[src/rtl/song_selector_pkg.sv]
// Shared definitions for the front-panel song selector.
//   - song bus codes (valid bit + one-hot index) and the cursor home position
//   - selector FSM state encoding
//   - resolved single-cycle button event payload
package song_selector_pkg;

    localparam int unsigned SONG_W = 5;
    localparam int unsigned CUR_W  = 4;

    localparam logic [SONG_W-1:0] SONG_NONE = 5'b00000;
    localparam logic [SONG_W-1:0] SONG1     = 5'b10001;
    localparam logic [SONG_W-1:0] SONG2     = 5'b10010;
    localparam logic [SONG_W-1:0] SONG3     = 5'b10100;
    localparam logic [SONG_W-1:0] SONG4     = 5'b11000;

    localparam logic [CUR_W-1:0] CURSOR_HOME = 4'b0001;

    typedef enum logic [1:0] {
        SEL_IDLE   = 2'd0,
        SEL_BROWSE = 2'd1,
        SEL_LOCKED = 2'd2
    } sel_state_e;

    // At most one field is set after priority resolution.
    typedef struct packed {
        logic back;
        logic ok;
        logic next;
        logic prev;
    } btn_evt_t;

    function automatic logic [CUR_W-1:0] rot_left(input logic [CUR_W-1:0] c);
        return {c[CUR_W-2:0], c[CUR_W-1]};
    endfunction

    function automatic logic [CUR_W-1:0] rot_right(input logic [CUR_W-1:0] c);
        return {c[0], c[CUR_W-1:1]};
    endfunction

endpackage

[src/rtl/btn_debounce.sv]
// Synchronizes, debounces and rising-edge-detects one raw push-button.
//   clk, rst_n : clock, async active-low reset
//   btn_raw    : raw asynchronous bouncing input
//   level      : debounced button level
//   press      : one-cycle pulse, registered one cycle after level rises
module btn_debounce #(
    parameter int unsigned DB_CYCLES = 2_000_000
) (
    input  logic clk,
    input  logic rst_n,
    input  logic btn_raw,
    output logic level,
    output logic press
);

    localparam int unsigned         CNT_W    = $clog2(DB_CYCLES);
    localparam logic [CNT_W-1:0]    CNT_LAST = CNT_W'(DB_CYCLES - 1);

    logic             sync1_q, sync2_q;
    logic             level_q, level_d;
    logic             level_dly_q;
    logic             press_q, press_d;
    logic [CNT_W-1:0] cnt_q, cnt_d;

    // Stability counter: a level change needs DB_CYCLES disagreeing samples in a row.
    always_comb begin
        level_d = level_q;
        cnt_d   = '0;
        press_d = level_q & ~level_dly_q;
        if (sync2_q != level_q) begin
            if (cnt_q == CNT_LAST) begin
                level_d = sync2_q;
            end else begin
                cnt_d = cnt_q + CNT_W'(1);
            end
        end
    end

    always_ff @(posedge clk or negedge rst_n) begin
        if (!rst_n) begin
            sync1_q     <= 1'b0;
            sync2_q     <= 1'b0;
            level_q     <= 1'b0;
            level_dly_q <= 1'b0;
            press_q     <= 1'b0;
            cnt_q       <= '0;
        end else begin
            sync1_q     <= btn_raw;
            sync2_q     <= sync1_q;
            level_q     <= level_d;
            level_dly_q <= level_q;
            press_q     <= press_d;
            cnt_q       <= cnt_d;
        end
    end

    assign level = level_q;
    assign press = press_q;

endmodule

[src/rtl/song_selector.sv]
// Front-panel song selector: four debounced buttons drive a browse cursor
// and latch the chosen song onto the song bus.
//   clk, rst_n                         : clock, async active-low reset
//   btn_next/btn_prev/btn_ok/btn_back  : raw push-buttons
//   song      : {valid, one-hot index}, 0 when nothing selected
//   cursor    : one-hot browse position
//   song_load : one-cycle pulse when song takes a new nonzero code
module song_selector
    import song_selector_pkg::*;
#(
    parameter int unsigned DB_CYCLES = 2_000_000
) (
    input  logic              clk,
    input  logic              rst_n,
    input  logic              btn_next,
    input  logic              btn_prev,
    input  logic              btn_ok,
    input  logic              btn_back,
    output logic [SONG_W-1:0] song,
    output logic [CUR_W-1:0]  cursor,
    output logic              song_load
);

    logic     [3:0]        lvl_unused;
    btn_evt_t              press;
    btn_evt_t              evt;

    sel_state_e            state_q, state_d;
    logic     [SONG_W-1:0] song_q, song_d;
    logic     [CUR_W-1:0]  cursor_q, cursor_d;
    logic                  song_load_q, song_load_d;

    btn_debounce #(.DB_CYCLES(DB_CYCLES)) u_db_back (
        .clk(clk), .rst_n(rst_n), .btn_raw(btn_back), .level(lvl_unused[3]), .press(press.back));
    btn_debounce #(.DB_CYCLES(DB_CYCLES)) u_db_ok (
        .clk(clk), .rst_n(rst_n), .btn_raw(btn_ok),   .level(lvl_unused[2]), .press(press.ok));
    btn_debounce #(.DB_CYCLES(DB_CYCLES)) u_db_next (
        .clk(clk), .rst_n(rst_n), .btn_raw(btn_next), .level(lvl_unused[1]), .press(press.next));
    btn_debounce #(.DB_CYCLES(DB_CYCLES)) u_db_prev (
        .clk(clk), .rst_n(rst_n), .btn_raw(btn_prev), .level(lvl_unused[0]), .press(press.prev));

    // Same-cycle presses: back > ok > next > prev, losers are dropped.
    always_comb begin
        evt = '0;
        if (press.back)      evt.back = 1'b1;
        else if (press.ok)   evt.ok   = 1'b1;
        else if (press.next) evt.next = 1'b1;
        else if (press.prev) evt.prev = 1'b1;
    end

    // Selector FSM next state and registered-output values.
    always_comb begin
        state_d     = state_q;
        song_d      = song_q;
        cursor_d    = cursor_q;
        song_load_d = 1'b0;
        unique case (state_q)
            SEL_IDLE: begin
                if (evt.next || evt.prev) state_d = SEL_BROWSE;
            end
            SEL_BROWSE: begin
                if (evt.back) begin
                    state_d  = SEL_IDLE;
                    cursor_d = CURSOR_HOME;
                end else if (evt.ok) begin
                    state_d     = SEL_LOCKED;
                    song_d      = {1'b1, cursor_q};
                    song_load_d = 1'b1;
                end else if (evt.next) begin
                    cursor_d = rot_left(cursor_q);
                end else if (evt.prev) begin
                    cursor_d = rot_right(cursor_q);
                end
            end
            SEL_LOCKED: begin
                if (evt.back) begin
                    state_d = SEL_BROWSE;
                    song_d  = SONG_NONE;
                end
            end
            default: begin
                state_d  = SEL_IDLE;
                song_d   = SONG_NONE;
                cursor_d = CURSOR_HOME;
            end
        endcase
    end

    always_ff @(posedge clk or negedge rst_n) begin
        if (!rst_n) begin
            state_q     <= SEL_IDLE;
            song_q      <= SONG_NONE;
            cursor_q    <= CURSOR_HOME;
            song_load_q <= 1'b0;
        end else begin
            state_q     <= state_d;
            song_q      <= song_d;
            cursor_q    <= cursor_d;
            song_load_q <= song_load_d;
        end
    end

    assign song      = song_q;
    assign cursor    = cursor_q;
    assign song_load = song_load_q;

endmodule
[config.mk]
export PLATFORM = sky130hd
export DESIGN_NAME = song_selector
export DESIGN_NICKNAME = d
export VERILOG_FILES = /design/src/rtl/song_selector_pkg.sv /design/src/rtl/btn_debounce.sv /design/src/rtl/song_selector.sv
export SDC_FILE = /design/constraint.sdc
export NUM_CORES = 1
export LEC_CHECK = 0
export ABC_AREA = 1
export CAP_MARGIN = 20
export CORE_MARGIN = 2
export CORE_UTILIZATION = 56
export DETAILED_ROUTE_END_ITERATION = 8
export GPL_TIMING_DRIVEN = 0
export PLACE_DENSITY = 0.76
export SYNTH_ARGS = -nofsm -noshare
export SYNTH_HDL_FRONTEND = slang
export SYNTH_SLANG_ARGS = --single-unit
[constraint.sdc]
create_clock -name clk -period 4.15 [get_ports clk]
set_input_delay 1.245 -clock clk [delete_from_list [all_inputs] [get_ports clk]]
set_output_delay 1.245 -clock clk [all_outputs]
set_load 0.01 [all_outputs]
### Word-level counts from Yosys, hierarchy flattened

Index checks and enable logic that the tools add are counted.

* add/subtract/negate cells: 4
* eq/ne operators: 17
* multiplexer cells: 32
* bitwise logic cells: 10
* reduce and logical (&&, ||, !) cells: 10

Operators by type and width (number)
* two-way mux 21 bit: 8
* adder 21 x 1 -> 21 bit, second input constant: 4
* equality test 21 bit, second input constant: 4
* two-way mux 4 bit: 4
* two-way mux 5 bit: 3
* one-hot mux 5 bit (3 select lines): 1
* two-way mux 2 bit: 5
* two-way mux 1 bit: 8
* inequality test 2 bit, second input constant: 4
* one-hot mux 4 bit (2 select lines): 1
* AND reduction 2 bit: 4
* inequality test 3 bit, second input constant: 2
* inverter 1 bit: 6
* one-hot mux 2 bit (3 select lines): 1
* AND reduction 3 bit: 2
* bitwise AND 1 bit: 4
* inequality test 1 bit: 4
* inequality test 4 bit, second input constant: 1
* AND reduction 4 bit: 1
* two-way mux 3 bit: 1
* equality test 2 x 1 -> 1 bit, second input constant: 1
* equality test 2 bit, second input constant: 1
* logical NOT 2 bit: 1
* OR reduction 2 bit: 1
* logical OR 1 bit: 1

* bits in registers: 116
* input port bits: 6
* output and inout bits: 10
* word-level logic and storage cells: 101

### Depth between registers and ports, before layout

* word-level depth: 9
* mapped depth: 8
* mapped depth without buffers: 8

### Hierarchy

From an unflattened synthesis, not the netlist that was laid out.

* cell total of the unflattened synthesis: 774
* area total of the unflattened synthesis: 6058.3 µm²

By module, submodules not included
* btn_debounce: times used 4, cells an instance 173, area an instance 1356.3 µm², sequential area each 650.6 µm²
* song_selector: times used 1, cells an instance 82, area an instance 633.1 µm², sequential area each 301.5 µm²

### Least setup slack after synthesis

Ideal clock, no wire load.

* kind: register to output
* start point: register cursor_q[0], in the netlist cursor[0]
* end point: output port cursor[0]
* data arrival time: 0.545 ns
* required time: 2.905 ns
* path slack: 2.360 ns
* stages on the path, launching flop included: 1
* buffers on the path: 0
* cells stage by stage: dfstp_2

RTL lines
* start: declaration: line song_selector.sv:30 `logic [CUR_W-1:0] cursor_q, cursor_d;`
* start signal: assignment: line song_selector.sv:98 `cursor_q <= cursor_d;`
* end: declaration: line song_selector.sv:20 `output logic [CUR_W-1:0] cursor,`

No word-level cell between the ends.

### Worst setup path in the final report

* start point: register cursor_q[0], in the netlist cursor[0]
* end point: output port cursor[0]

No word-level cell between the ends.

==> results.sh <==
export IMPL_status="finished, final reports clean"
export IMPL_cp_required_ps=2900
export IMPL_ys_async_sr_fraction=1.000
export IMPL_power_density_mw_per_mm2=371.3
export IMPL_tns_ps=0
export IMPL_slowest_delay_ps=560
export IMPL_setup_slack_ps=1282
export IMPL_top_layer="met4"
export IMPL_viasPerCell=5.078
export IMPL_h_tree_depth=4
export IMPL_core_area_mm2=0.01042
export IMPL_final_util=0.6661
export IMPL_ys_seq_area_frac=0.4807
export IMPL_n_fill_cell=852
export IMPL_vdd_drop_max_mv=0.2908
export IMPL_critPathKind="reg -> out"
export IMPL_first_global_vias=4681
export IMPL_initial_core_util=0.5799
export IMPL_io_pins=16
export IMPL_ys_types=33
export IMPL_holdWs_ps=347.0
export IMPL_drt_initial_drc_count=219
export IMPL_grt_overflow=0
export IMPL_p_leak_uw=0.002981
export IMPL_slew_headroom=0.6174
export IMPL_hold_buffers=0
export IMPL_antenna_found_initial=0
export IMPL_synth_warnings=0
export IMPL_path_clk_slew_ps=50
export IMPL_grt_max_degree=76
export IMPL_synth_avg_cell_area_um2=8.130
export IMPL_holdCritPathClass="reg -> reg"
export IMPL_rsz0062_at_grt="false"
export IMPL_insertion_delay_ps=520
export IMPL_cp_slowest_cell="dfstp_2"
export IMPL_vias=4702
export IMPL_drv_slew=0
export IMPL_cts_repair_resize_count=0
export IMPL_syn_area_mm2=0.006041
export IMPL_post_cts_buffers=0
export IMPL_core_rowCount=37
export IMPL_place_gp_congestion=0.9077
export IMPL_mostFrequentLayoutCells="nor2_1 (160), nand2_1 (129), dfrtp_1 (115)"
export IMPL_yosysTopAreaCell="dfrtp_1"
export IMPL_wl_per_cell_um=12.83
export IMPL_drive_gt1_frac=0.1443
export IMPL_final_common_cell="nor2_1"
export IMPL_syn_num_nets=753
export IMPL_ys_top_cells_by_area="dfrtp_1 (48%), nor2_1 (9.9%), nand2_1 (8.0%)"
export IMPL_drc=0
export IMPL_clock_root_buffer="clkbuf_8"
export IMPL_dieWidth_um=107.9
export IMPL_startpoint_type="register"
export IMPL_cp_top_family="flip-flops"
export IMPL_grtUsageTotal=0.2307
export IMPL_synth_top_area_share=0.4764
export IMPL_dr_wl_met2_um=5699
export IMPL_hpwl_um=8351
export IMPL_crit_path_cell_trace="clkdlybuf4s50_1"
export IMPL_power_total_uw=2576
export IMPL_antenna_left=0
export IMPL_die_h_um=107.9
export IMPL_die_area_mm2=0.01163
export IMPL_cts_tree="yes"
export IMPL_dpl_worst_slack_ps=1818
export IMPL_clock_sink_count=116
export IMPL_path_max_fanout=4
export IMPL_ys_ff_latch=116
export IMPL_diodes=0
export IMPL_synthCells=743
export IMPL_syn_to_final_growth_pct=14.85
export IMPL_synth_edf_count=0
export IMPL_synth_ff_type="dfrtp_1"
export IMPL_numCtsBuffers=17
export IMPL_fin_nets=788
export IMPL_drv_cap=0
export IMPL_max_clock_path_buffers=2
export IMPL_endpoint_kind="output port"
export IMPL_wl_met3_um=460
export IMPL_skew_ps=9.656
export IMPL_totalWireLength_um=11880
export IMPL_tightest_slew_ps=571.1
export IMPL_wl_met1_um=5572
export IMPL_grt_pass1_wl_um=20930
export IMPL_arrival_ps=1620
export IMPL_finalCriticalPeriod_ps=2868
export IMPL_post_route_period_util=0.6911
export IMPL_hold_viol_final=0
export IMPL_clock_fmax_ghz=0.3487
export IMPL_io_buffers=15
export IMPL_finalSetupViolCount=0
export IMPL_firstDrtPassIters=4
export IMPL_cp_num_buf_inv=1
report_power, final:
part / switching (µW) / total [µW] / internal (µW)
sequential: 10.7 / 1160 / 1150
combinational: 49.0 / 70.3 / 21.2
clock: 490 / 1350 / 860
total: 550 / 2580 / 2030
metrics by stage:
stage	area [µm²]	instances
floorplan	6041	743
global placement	6361	894
detailed placement	6390	895
CTS	6938	926
global route	6938	926
finish	6938	926
cells by family after synthesis:
kind of cell | Yosys count | synth area share
AOI/OAI and AO/OA | 52 | 0.04598
xor gates and xnor gates | 44 | 0.06752
adders and majority gates | 4 | 0.008285
buffers and inverters | 95 | 0.05903
DFF | 116 | 0.4807
and+or+nand+nor | 432 | 0.3384
routing by layer:
| layer | vias to the layer above | track usage |
|---|---|---|
| met4 | 0 | 0.08333 |
| met3 | 15 | 0.05751 |
| li1 | 2401 | - |
| met2 | 96 | 0.3792 |
| met1 | 2190 | 0.2963 |
| met5 | - | 0 |
worst paths after layout:
| kind | start | to | slack (ps) | depth (start not counted) |
|---|---|---|---|---|
| min reg2reg | u_db_ok.sync1_q | u_db_ok.sync2_q | 350 | 0 |
| min in group asynchronous | rst_n | u_db_back.cnt_q[15] | 630 | 1 |
| min | u_db_ok.sync1_q | u_db_ok.sync2_q | 350 | 0 |
| max reg2reg | u_db_back.cnt_q[0] | u_db_back.cnt_q[10] | 2590 | 8 |
| max | cursor[0] | cursor[0] | 1280 | 1 |
| max in group asynchronous | rst_n | u_db_ok.cnt_q[11] | 2830 | 2 |
layout make-up:
| cell class | instances | area (µm²) | area share |
|---|---|---|---|
| Timing Repair Buffer | 16 | 178.9 | 0.02579 |
| Clock buffer | 21 | 439.2 | 0.06330 |
| Buffer | 1 | 3.754 | 0.0005410 |
| Multi-Input combinational cell | 532 | 2780 | 0.4007 |
| Inverter | 94 | 352.8 | 0.05086 |
| Clock inverter | 10 | 108.9 | 0.01569 |
| Tap cell | 136 | 170.2 | 0.02453 |
| Sequential cell | 116 | 2904 | 0.4186 |
synth_stat cells, types with 2 or more instances:
| cell | count |
|---|---|
| nor2_1 | 160 |
| nand2_1 | 129 |
| dfrtp_1 | 115 |
| inv_1 | 83 |
| nand3_1 | 49 |
| nor2_2 | 24 |
| xor2_1 | 24 |
| a21oi_1 | 18 |
| nand2_2 | 17 |
| o21ai_1 | 17 |
| xnor2_1 | 17 |
| nor2_4 | 14 |
| nand4_1 | 13 |
| inv_2 | 11 |
| nor3_1 | 10 |
| o21ai_0 | 9 |
| nand3_2 | 6 |
| ha_1 | 4 |
| nand2_4 | 4 |
| xnor2_2 | 3 |
| o211ai_1 | 2 |
| o21bai_1 | 2 |
| o22ai_1 | 2 |
state kept, by name, indices dropped and copies added, names as in the netlist, 2 cells and up:
name,count
u_db_ok.cnt_q,21
song,5
u_db_back.cnt_q,21
state_q,2
u_db_prev.cnt_q,21
u_db_next.cnt_q,21
cursor,4
(Power assumes the default switching activity.)
